**src/rtl/hilo_mdu_pkg.sv**
```systemverilog
// Shared op codes and helpers for the HI/LO multiply/divide unit.
package hilo_mdu_pkg;

   localparam logic [4:0] SIG_MDU_MULT  = 5'd0;
   localparam logic [4:0] SIG_MDU_MULTU = 5'd1;
   localparam logic [4:0] SIG_MDU_DIV   = 5'd2;
   localparam logic [4:0] SIG_MDU_DIVU  = 5'd3;
   localparam logic [4:0] SIG_MDU_MTHI  = 5'd4;
   localparam logic [4:0] SIG_MDU_MTLO  = 5'd5;

   // Magnitude of a 32-bit operand; only negative values of a signed op are flipped.
   function automatic logic [31:0] mag32(input logic [31:0] v, input logic sgn);
      mag32 = (sgn && v[31]) ? (32'd0 - v) : v;
   endfunction

endpackage

```
**src/rtl/div_core_radix2.sv**
```systemverilog
// Unsigned restoring radix-2 divider datapath: 64-bit remainder:quotient
// shift register, step counter and one subtract-and-restore step per step pulse.
module div_core_radix2
   import hilo_mdu_pkg::*;
(
   input  logic        clk,
   input  logic        rst_n,
   input  logic        load,
   input  logic        step,
   input  logic [31:0] dividend,
   input  logic [31:0] divisor,
   output logic [31:0] quotient,
   output logic [31:0] remainder,
   output logic        last
);

   logic [63:0] rq_r;
   logic [31:0] dvs_r;
   logic [4:0]  cnt_r;
   logic [32:0] prem_s;
   logic [33:0] trial_s;
   logic [63:0] rq_next_s;

   // Partial remainder is 33 bits wide once shifted, so the trial subtract keeps a borrow bit.
   always_comb begin
      prem_s  = rq_r[63:31];
      trial_s = {1'b0, prem_s} - {2'b00, dvs_r};
      if (!trial_s[33]) begin
         rq_next_s = {trial_s[31:0], rq_r[30:0], 1'b1};
      end else begin
         rq_next_s = {prem_s[31:0], rq_r[30:0], 1'b0};
      end
   end

   // Shift register, divisor and step counter.
   always_ff @(posedge clk or negedge rst_n) begin
      if (!rst_n) begin
         rq_r  <= 64'd0;
         dvs_r <= 32'd0;
         cnt_r <= 5'd0;
      end else if (load) begin
         rq_r  <= {32'd0, dividend};
         dvs_r <= divisor;
         cnt_r <= 5'd0;
      end else if (step) begin
         rq_r  <= rq_next_s;
         cnt_r <= cnt_r + 5'd1;
      end
   end

   assign quotient  = rq_r[31:0];
   assign remainder = rq_r[63:32];
   assign last      = (cnt_r == 5'd31);

endmodule

```
**src/rtl/hilo_mdu.sv**
```systemverilog
// HI/LO multiply/divide unit: MULT/MULTU/DIV/DIVU/MTHI/MTLO with busy, done and cancel.
// Optional macro MDU_DIV_ZERO_FAST_EN: divide by zero finishes after one edge and pulses div_zero.
module hilo_mdu
   import hilo_mdu_pkg::*;
#(
   parameter int MUL_LAT = 2
)
(
   input  logic        clk,
   input  logic        rst_n,
   input  logic [31:0] a,
   input  logic [31:0] b,
   input  logic [4:0]  op,
   input  logic        start,
   input  logic        cancel,
   output logic [63:0] hilo,
   output logic        busy,
   output logic        done,
   output logic        div_zero
);

   typedef enum logic [1:0] {
      ST_IDLE = 2'd0,
      ST_MUL  = 2'd1,
      ST_DIV  = 2'd2,
      ST_FIX  = 2'd3
   } state_e;

   localparam logic [2:0] MUL_LAST = 3'(MUL_LAT - 1);

   state_e      state_r, state_s;
   logic [63:0] hilo_r;
   logic        done_r, done_s;
   logic        hi_we_s, lo_we_s;
   logic [31:0] hi_wd_s, lo_wd_s;
   logic        mul_load_s, div_load_s, div_step_s, div_last_s, div_sgn_s;
   logic [31:0] op_a_r, op_b_r;
   logic        mul_sgn_r;
   logic [2:0]  mul_cnt_r;
   logic [63:0] prod_s, prod_r, mul_res_s;
   logic        a_neg_r, q_neg_r, b_zero_r;
   logic [31:0] quo_s, rem_s;
`ifdef MDU_DIV_ZERO_FAST_EN
   logic        dz_s, div_zero_r;
`endif

   assign div_sgn_s = (op == SIG_MDU_DIV);
   assign prod_s    = {{32{mul_sgn_r & op_a_r[31]}}, op_a_r} * {{32{mul_sgn_r & op_b_r[31]}}, op_b_r};
   assign mul_res_s = (MUL_LAT == 1) ? prod_s : prod_r;

   div_core_radix2 u_div (
      .clk       (clk),
      .rst_n     (rst_n),
      .load      (div_load_s),
      .step      (div_step_s),
      .dividend  (mag32(a, div_sgn_s)),
      .divisor   (mag32(b, div_sgn_s)),
      .quotient  (quo_s),
      .remainder (rem_s),
      .last      (div_last_s)
   );

   // Next state, HI/LO write strobes and completion pulses.
   always_comb begin
      state_s    = state_r;
      hi_we_s    = 1'b0;
      lo_we_s    = 1'b0;
      hi_wd_s    = hilo_r[63:32];
      lo_wd_s    = hilo_r[31:0];
      done_s     = 1'b0;
      mul_load_s = 1'b0;
      div_load_s = 1'b0;
      div_step_s = 1'b0;
`ifdef MDU_DIV_ZERO_FAST_EN
      dz_s       = 1'b0;
`endif
      case (state_r)
         ST_IDLE: begin
            if (start && !cancel) begin
               case (op)
                  SIG_MDU_MULT, SIG_MDU_MULTU: begin
                     mul_load_s = 1'b1;
                     state_s    = ST_MUL;
                  end
                  SIG_MDU_DIV, SIG_MDU_DIVU: begin
                     div_load_s = 1'b1;
                     state_s    = ST_DIV;
                  end
                  SIG_MDU_MTHI: begin
                     hi_we_s = 1'b1;
                     hi_wd_s = a;
                     done_s  = 1'b1;
                  end
                  SIG_MDU_MTLO: begin
                     lo_we_s = 1'b1;
                     lo_wd_s = a;
                     done_s  = 1'b1;
                  end
                  default: state_s = ST_IDLE;
               endcase
            end else begin
               state_s = ST_IDLE;
            end
         end
         ST_MUL: begin
            if (cancel) begin
               state_s = ST_IDLE;
            end else if (mul_cnt_r == MUL_LAST) begin
               hi_we_s = 1'b1;
               lo_we_s = 1'b1;
               hi_wd_s = mul_res_s[63:32];
               lo_wd_s = mul_res_s[31:0];
               done_s  = 1'b1;
               state_s = ST_IDLE;
            end else begin
               state_s = ST_MUL;
            end
         end
         ST_DIV: begin
            if (cancel) begin
               state_s = ST_IDLE;
`ifdef MDU_DIV_ZERO_FAST_EN
            end else if (b_zero_r) begin
               done_s  = 1'b1;
               dz_s    = 1'b1;
               state_s = ST_IDLE;
`endif
            end else begin
               div_step_s = 1'b1;
               state_s    = div_last_s ? ST_FIX : ST_DIV;
            end
         end
         ST_FIX: begin
            if (cancel) begin
               state_s = ST_IDLE;
            end else begin
               // A zero divisor keeps the all-ones quotient; the remainder fix-up then reproduces a.
               hi_we_s = 1'b1;
               lo_we_s = 1'b1;
               hi_wd_s = a_neg_r ? (32'd0 - rem_s) : rem_s;
               lo_wd_s = (q_neg_r && !b_zero_r) ? (32'd0 - quo_s) : quo_s;
               done_s  = 1'b1;
               state_s = ST_IDLE;
            end
         end
         default: state_s = ST_IDLE;
      endcase
   end

   // State register and HI/LO result register.
   always_ff @(posedge clk or negedge rst_n) begin
      if (!rst_n) begin
         state_r <= ST_IDLE;
         hilo_r  <= 64'd0;
         done_r  <= 1'b0;
      end else begin
         state_r <= state_s;
         done_r  <= done_s;
         if (hi_we_s) hilo_r[63:32] <= hi_wd_s;
         if (lo_we_s) hilo_r[31:0]  <= lo_wd_s;
      end
   end

   // Multiplier operand latch, product pipeline and latency counter.
   always_ff @(posedge clk or negedge rst_n) begin
      if (!rst_n) begin
         op_a_r    <= 32'd0;
         op_b_r    <= 32'd0;
         mul_sgn_r <= 1'b0;
         mul_cnt_r <= 3'd0;
         prod_r    <= 64'd0;
      end else if (mul_load_s) begin
         op_a_r    <= a;
         op_b_r    <= b;
         mul_sgn_r <= (op == SIG_MDU_MULT);
         mul_cnt_r <= 3'd0;
      end else if (state_r == ST_MUL) begin
         prod_r    <= prod_s;
         mul_cnt_r <= mul_cnt_r + 3'd1;
      end
   end

   // Sign bookkeeping for the divide fix-up.
   always_ff @(posedge clk or negedge rst_n) begin
      if (!rst_n) begin
         a_neg_r  <= 1'b0;
         q_neg_r  <= 1'b0;
         b_zero_r <= 1'b0;
      end else if (div_load_s) begin
         a_neg_r  <= div_sgn_s & a[31];
         q_neg_r  <= div_sgn_s & (a[31] ^ b[31]);
         b_zero_r <= (b == 32'd0);
      end
   end

`ifdef MDU_DIV_ZERO_FAST_EN
   // Divide-by-zero flag pulse.
   always_ff @(posedge clk or negedge rst_n) begin
      if (!rst_n) begin
         div_zero_r <= 1'b0;
      end else begin
         div_zero_r <= dz_s;
      end
   end
   assign div_zero = div_zero_r;
`else
   assign div_zero = 1'b0;
`endif

   assign hilo = hilo_r;
   assign busy = (state_r != ST_IDLE);
   assign done = done_r;

endmodule
```
**config.mk**
```make
export PLATFORM = sky130hd
export DESIGN_NAME = hilo_mdu
export DESIGN_NICKNAME = d
export VERILOG_FILES = /design/src/rtl/hilo_mdu_pkg.sv /design/src/rtl/div_core_radix2.sv /design/src/rtl/hilo_mdu.sv
export SDC_FILE = /design/constraint.sdc
export NUM_CORES = 2
export LEC_CHECK = 0
export BUFFER_PORTS_ARGS = -buffer_cell sky130_fd_sc_hd__buf_4
export CORE_ASPECT_RATIO = 1.25
export CORE_MARGIN = 2
export CORE_UTILIZATION = 52
export CTS_CLUSTER_SIZE = 8
export DETAILED_ROUTE_END_ITERATION = 12
export GPL_TIMING_DRIVEN = 0
export MAX_ROUTING_LAYER = met4
export PLACE_DENSITY = 0.76
export SLEW_MARGIN = 10
export SYNTH_ARGS = -nofsm -noshare
export SYNTH_HDL_FRONTEND = slang
export SYNTH_SLANG_ARGS = --single-unit
```
**constraint.sdc**
```tcl
create_clock -name clk -period 19.6 [get_ports clk]
set_clock_uncertainty 0.05 [all_clocks]
set_input_delay 0.98 -clock clk [delete_from_list [all_inputs] [get_ports clk]]
set_output_delay 0.98 -clock clk [all_outputs]
set_load 0.03 [all_outputs]
```
## Yosys cells after proc, flatten, opt, wreduce, memory -nomap -nowiden

Cells that the tools add are included.

- Bits in registers: 303
- Bits of input ports: 73
- Output and inout port bits: 67
- Word-level logic and storage cells: 114

- Add/sub/neg operators: 7
- $mul: 1
- Equality and inequality tests: 17
- Mux-type cells: 49
- Bitwise operators: 6
- Reduce and logical (&&, ||, !) cells: 19

Operators by type and width:

| kind | number |
|---|---|
| $mux W32 | 14 |
| $mux W64 | 3 |
| $pmux W32 S3 | 2 |
| $sub A1 B32 Y32 const A | 4 |
| $mul A33 B33 Y64 | 1 |
| $sub A33 B32 Y34 | 1 |
| $logic_not A32 Y1 | 1 |
| $mux W1 | 19 |
| $reduce_and A7 Y1 | 2 |
| $eq A5 B2 Y1 const B | 2 |
| $eq A5 B3 Y1 const B | 2 |
| $mux W5 | 2 |
| $pmux W1 S3 | 3 |
| $ne A2 B2 Y1 const B | 4 |
| $pmux W2 S4 | 1 |
| $mux W3 | 2 |
| $pmux W2 S3 | 1 |
| $reduce_bool A2 Y1 | 3 |
| $reduce_or A2 Y1 | 3 |
| $add A5 B1 Y5 const B | 1 |
| $eq A5 B1 Y1 const B | 1 |
| $eq A5 B5 Y1 const B | 1 |
| $logic_not A5 Y1 | 1 |
| $and A1 B1 Y1 | 4 |
| other kinds (14) | 21 |

## Depth between registers and ports, before layout

- Depth after elaboration: 7
- Mapped depth: 30
- Gate-level depth less buffers: 28

## By module

From an unflattened synthesis, not the netlist that was laid out.

- Cells, all modules: 6088
- Area total of the unflattened synthesis: 54985.2 um^2

Modules (own cells, without submodules):

| module | instances | cells each | area each (um^2) | sequential area each (um^2) |
|---|---|---|---|---|
| hilo_mdu | 1 | 5380 | 48779.3 | 5054.8 |
| div_core_radix2 | 1 | 708 | 6206.0 | 2527.4 |

## Worst setup path after synthesis

No wires, ideal clock.

- Path type: reg-to-reg
- From: register op_a_r[31]
- To: register prod_r[61], in the netlist mul_res_s[61]
- Library setup time: 0.131 ns
- Arrival: 7.897 ns
- Data required time: 19.419 ns
- Slack: 11.522 ns
- Stages on the path, launching flop included: 27
- Path buffers: 1
- Clock period less this slack: 8.078 ns
- Cell sequence: dfrtp_1 and2_1 clkbuf_1 nand2_1 inv_1 fa_1 fa_1 fa_1 inv_1 fa_1 inv_1 fa_1 fa_1 inv_1 fa_1 inv_1 fa_1 ha_1 a21o_1 a21oi_1 nor2b_1 a311oi_1 nand2_1 a21oi_1 o31ai_1 and4_1 or3_1

- Word-level cells in the longest chain between the ends: 2

Ends and longest elaborated chain:

| what | RTL line | text |
|---|---|---|
| from (decl) | hilo_mdu.sv:37 | `logic [31:0] op_a_r, op_b_r;` |
| from (signal assigned) | hilo_mdu.sv:167 | `op_a_r <= 32'd0;` |
| from (signal assigned) | hilo_mdu.sv:173 | `op_a_r <= a;` |
| $and A1 B1 Y1 | hilo_mdu.sv:48 | `assign prod_s = {{32{mul_sgn_r & op_a_r[31]}}, op_a_r} * {{32{mul_sgn_r & op_b_r[31]}}, op_b_r};` |
| $mul A33 B33 Y64 (*) | hilo_mdu.sv:48 |  |
| to (signal assigned) | hilo_mdu.sv:178 | `prod_r <= prod_s;` |
| to (decl) | hilo_mdu.sv:40 | `logic [63:0] prod_s, prod_r, mul_res_s;` |

Every way passes the cells marked *; elsewhere a longest branch is shown, timed or not.
A chain may end at the register's enable or synchronous reset.

## Worst setup path after layout

- From: register op_a_r[15]
- To: register prod_r[57], in the netlist mul_res_s[57]

- Word-level cells in the longest chain between the ends: 1

Ends and longest elaborated chain:

| what | RTL line |
|---|---|
| $mul A33 B33 Y64 | hilo_mdu.sv:48 |

Every way passes these cells.

==> metrics.csv <==
stage,metric,value,unit
logic_synthesis,synth-edff-count,0,
die,die_height,366,um
setup_path,cp.arrival,11.05,ns
logic_synthesis,synth_warnings,0,
die,initial_utilization,0.525,
timing,setup_ws,9.01,ns
timing,hold_violations,0,
global_route,grt_util_all_layers,0.443,
outcome,status,"finished, violations left",
logic_synthesis,ys_types,74,
logic_synthesis,synth-seq-cells,303,
drt,avgRoutedWirePerCell,30.1,um
logic_synthesis,synth.top_cell.area_share,0.413,
cts,post_cts_resized,0,
drt,drtPass1Iterations,8,
die,rows,132,
die,die-area,0.108,mm^2
logic_synthesis,netlist_area,0.0546,mm^2
die,io_pins,140,
placement,post-dp-hpwl,189000,um
global_route,grt_pass1_wl,328000,um
cts,cts_tree,built,
setup_path,path_max_fanout,10,
timing,min_period,10.59,ns
cts,numCtsBuffers,43,
logic_synthesis,synth_area_leaders,"fa_1 41%, dfrtp_1 14%, inv_1 8.0%",
logic_synthesis,syn_nets,7449,
timing,max_slew_margin,-0.0113,
global_route,grt_pass1_vias,47600,
logic_synthesis,ys.flop_type,dfrtp_1,
flow_run,maxCapViolations,1,
cts,clockBufferDepth,3,
cts,clock_latency,0.59,ns
cts,ctsHoldBuffers,0,
global_route,antenna_found_initial,14,
logic_synthesis,synthTopCellsByCount,"1170 x inv_1, 1126 x fa_1, 928 x nand2_1, 378 x and2_1, 317 x clkbuf_1",
final_layout,finalNetCount,7634,
final_layout,regArea,0.00758,mm^2
cts,cts.sink_count,303,
logic_synthesis,yosys.area.top_type,fa_1,
drt,viasPerCell,5.99,
drt,wl_met3,20400,um
final_layout,nFillCells,9510,
logic_synthesis,yosysMostFrequentCell,inv_1,
timing,fmax,0.0944,GHz
final_layout,area_growth,7.30,%
cts,post-cts-setup-buffers,0,
logic_synthesis,avgSynthCellArea,9.10,um^2
die,core_area,0.104,mm^2
setup_path,worst_setup_path_end_kind,register,
cts,clk_pin_slew,0.05,ns
drt,final_antenna_net_count,0,
global_route,grt_max_degree,107,
setup_path,reg2reg_slack,9.01,ns
drt,vias,45200,
drt,routed-wl-met2,104000,um
drt,met1Wirelength,78600,um
timing,worstMarginPinSlew,1.52,ns
final_layout,multi_input_area,0.0414,mm^2
drt,drt_iter0_drc,4320,
logic_synthesis,synth_seq_area_share,0.139,
cts,cts-root-buf,clkbuf_16,
outcome,violations,"capacitance limit, slew limit",
placement,io_buffers,137,
timing,fin_crit_sh,0.541,
drt,drc,0,
drt,wl,227000,um
logic_synthesis,syn_inst,5998,
global_route,overflow,0,
drt,highest_layer,met4,
timing,final-setup-viol-count,0,
logic_synthesis,async_reset_ff_frac,1.00,
placement,gp_congestion,1.10,
final_layout,drive_gt1_frac,0.0475,
timing,fin_setup_tns,0,ns
setup_path,critical_path_class,register to register,
timing,rsz0062_at_grt,false,
cts,cts_max_level,2,
timing,maxSlewViolCount,9,
hold_path,hold_class,input port to async pin,
setup_path,required,20.06,ns
placement,dp_slack,9.32,ns
die,fp.dieW,294,um
setup_path,critPathLaunchType,register,
## kinds of logic (layout without fill, tap and decap cells)
kind of cell    count (synthesis)  after routing  share of synthesized area
compound gates                756            756                     0.0842
xor+xnor                      220            220                     0.0353
fa+ha+maj                    1378           1378                      0.471
buf+inv                      1501           1688                      0.104
flops                         303            303                      0.139
mux                            94             94                     0.0188
other cells                     1             16                  0.0000687
simple gates                 1745           1745                      0.148
## path summary, 6_finish.rpt
kind,startpoint,cells past startpoint,to
worst max register to register,op_a_r[15]$_DFFE_PN0P_,27,mul_res_s[57]$_DFFE_PN0P_
worst max-delay path,op_a_r[15]$_DFFE_PN0P_,27,mul_res_s[57]$_DFFE_PN0P_
worst min register to register,u_div.dvs_r[17]$_DFFE_PN0P_,2,u_div.dvs_r[17]$_DFFE_PN0P_
worst min-delay path,rst_n,1,u_div.dvs_r[22]$_DFFE_PN0P_
min in group clk,u_div.dvs_r[17]$_DFFE_PN0P_,2,u_div.dvs_r[17]$_DFFE_PN0P_
max in group asynchronous,rst_n,2,u_div.rq_r[10]$_DFFE_PN0P_
## state kept, by name (all words and copies together) (netlist names), 2 cells and up
register / count
hilo: 64
mul_res_s: 64
u_div.rq_r: 64
op_a_r: 32
op_b_r: 32
u_div.dvs_r: 32
u_div.cnt_r: 5
mul_cnt_r: 3
state_r: 2
## worst max-delay path, cell delays in order, from the launching register on
cell	delay [ns]
dfrtp_1	0.76
clkbuf_1	1.05
nand2_1	0.18
fa_1	0.60
fa_1	0.67
inv_1	0.09
fa_1	0.48
inv_1	0.06
fa_1	0.50
fa_1	0.56
inv_1	0.05
fa_1	0.51
fa_1	0.49
inv_1	0.05
fa_1	0.57
inv_1	0.06
ha_1	0.27
clkbuf_1	0.39
nand2_1	0.21
o2111a_1	0.30
o31a_1	0.30
o21ai_0	0.19
nand3_1	0.18
a31oi_1	0.82
a21bo_2	0.31
a21oi_1	0.08
or4b_2	0.64
nand3_1	0.09
## through the flow
step	instances	hold WS [ns]	util	cell area, um^2
CTS	7525	0.395	0.563	58500
detailed placement	7478	0.422	0.552	57400
floorplan	5998	0.393	-	54600
global placement	7475	0.411	0.551	57300
global route	7535	0.419	0.564	58600
finish	7540	0.347	0.564	58600
## layer usage
layer  vias to the layer above  GRT usage
li1                      18600          -
met1                     23000      0.499
met2                      2691      0.691
met3                       920     0.0893
met4                         0      0.342
met5                         -          -
## cell type report
type / instances / share of cell area
clock buffers: 44 / 0.0184
well taps: 1340 / 0.0286
plain buffers: 331 / 0.0216
repair buffers: 140 / 0.0188
multi-input cells: 4194 / 0.706
diodes: 15 / 0.000641
inverters: 1170 / 0.0750
flip-flops and latches: 303 / 0.129
clock inverters: 3 / 0.00137
## placed cells by master (no fill, tap or decap), types with 66 or more instances in the layout
cell,instances
nor2_1,199
ha_1,252
nand2_1,928
fa_1,1125
o21ai_0,244
dfrtp_1,303
inv_1,1170
buf_4,138
mux2_2,66
xnor2_1,129
xor2_1,91
clkbuf_1,318
and2_1,378
a21oi_1,224
Power is not shown: default switching activity piles up to over one toggle a cycle in this logic, so the estimate is an artifact.
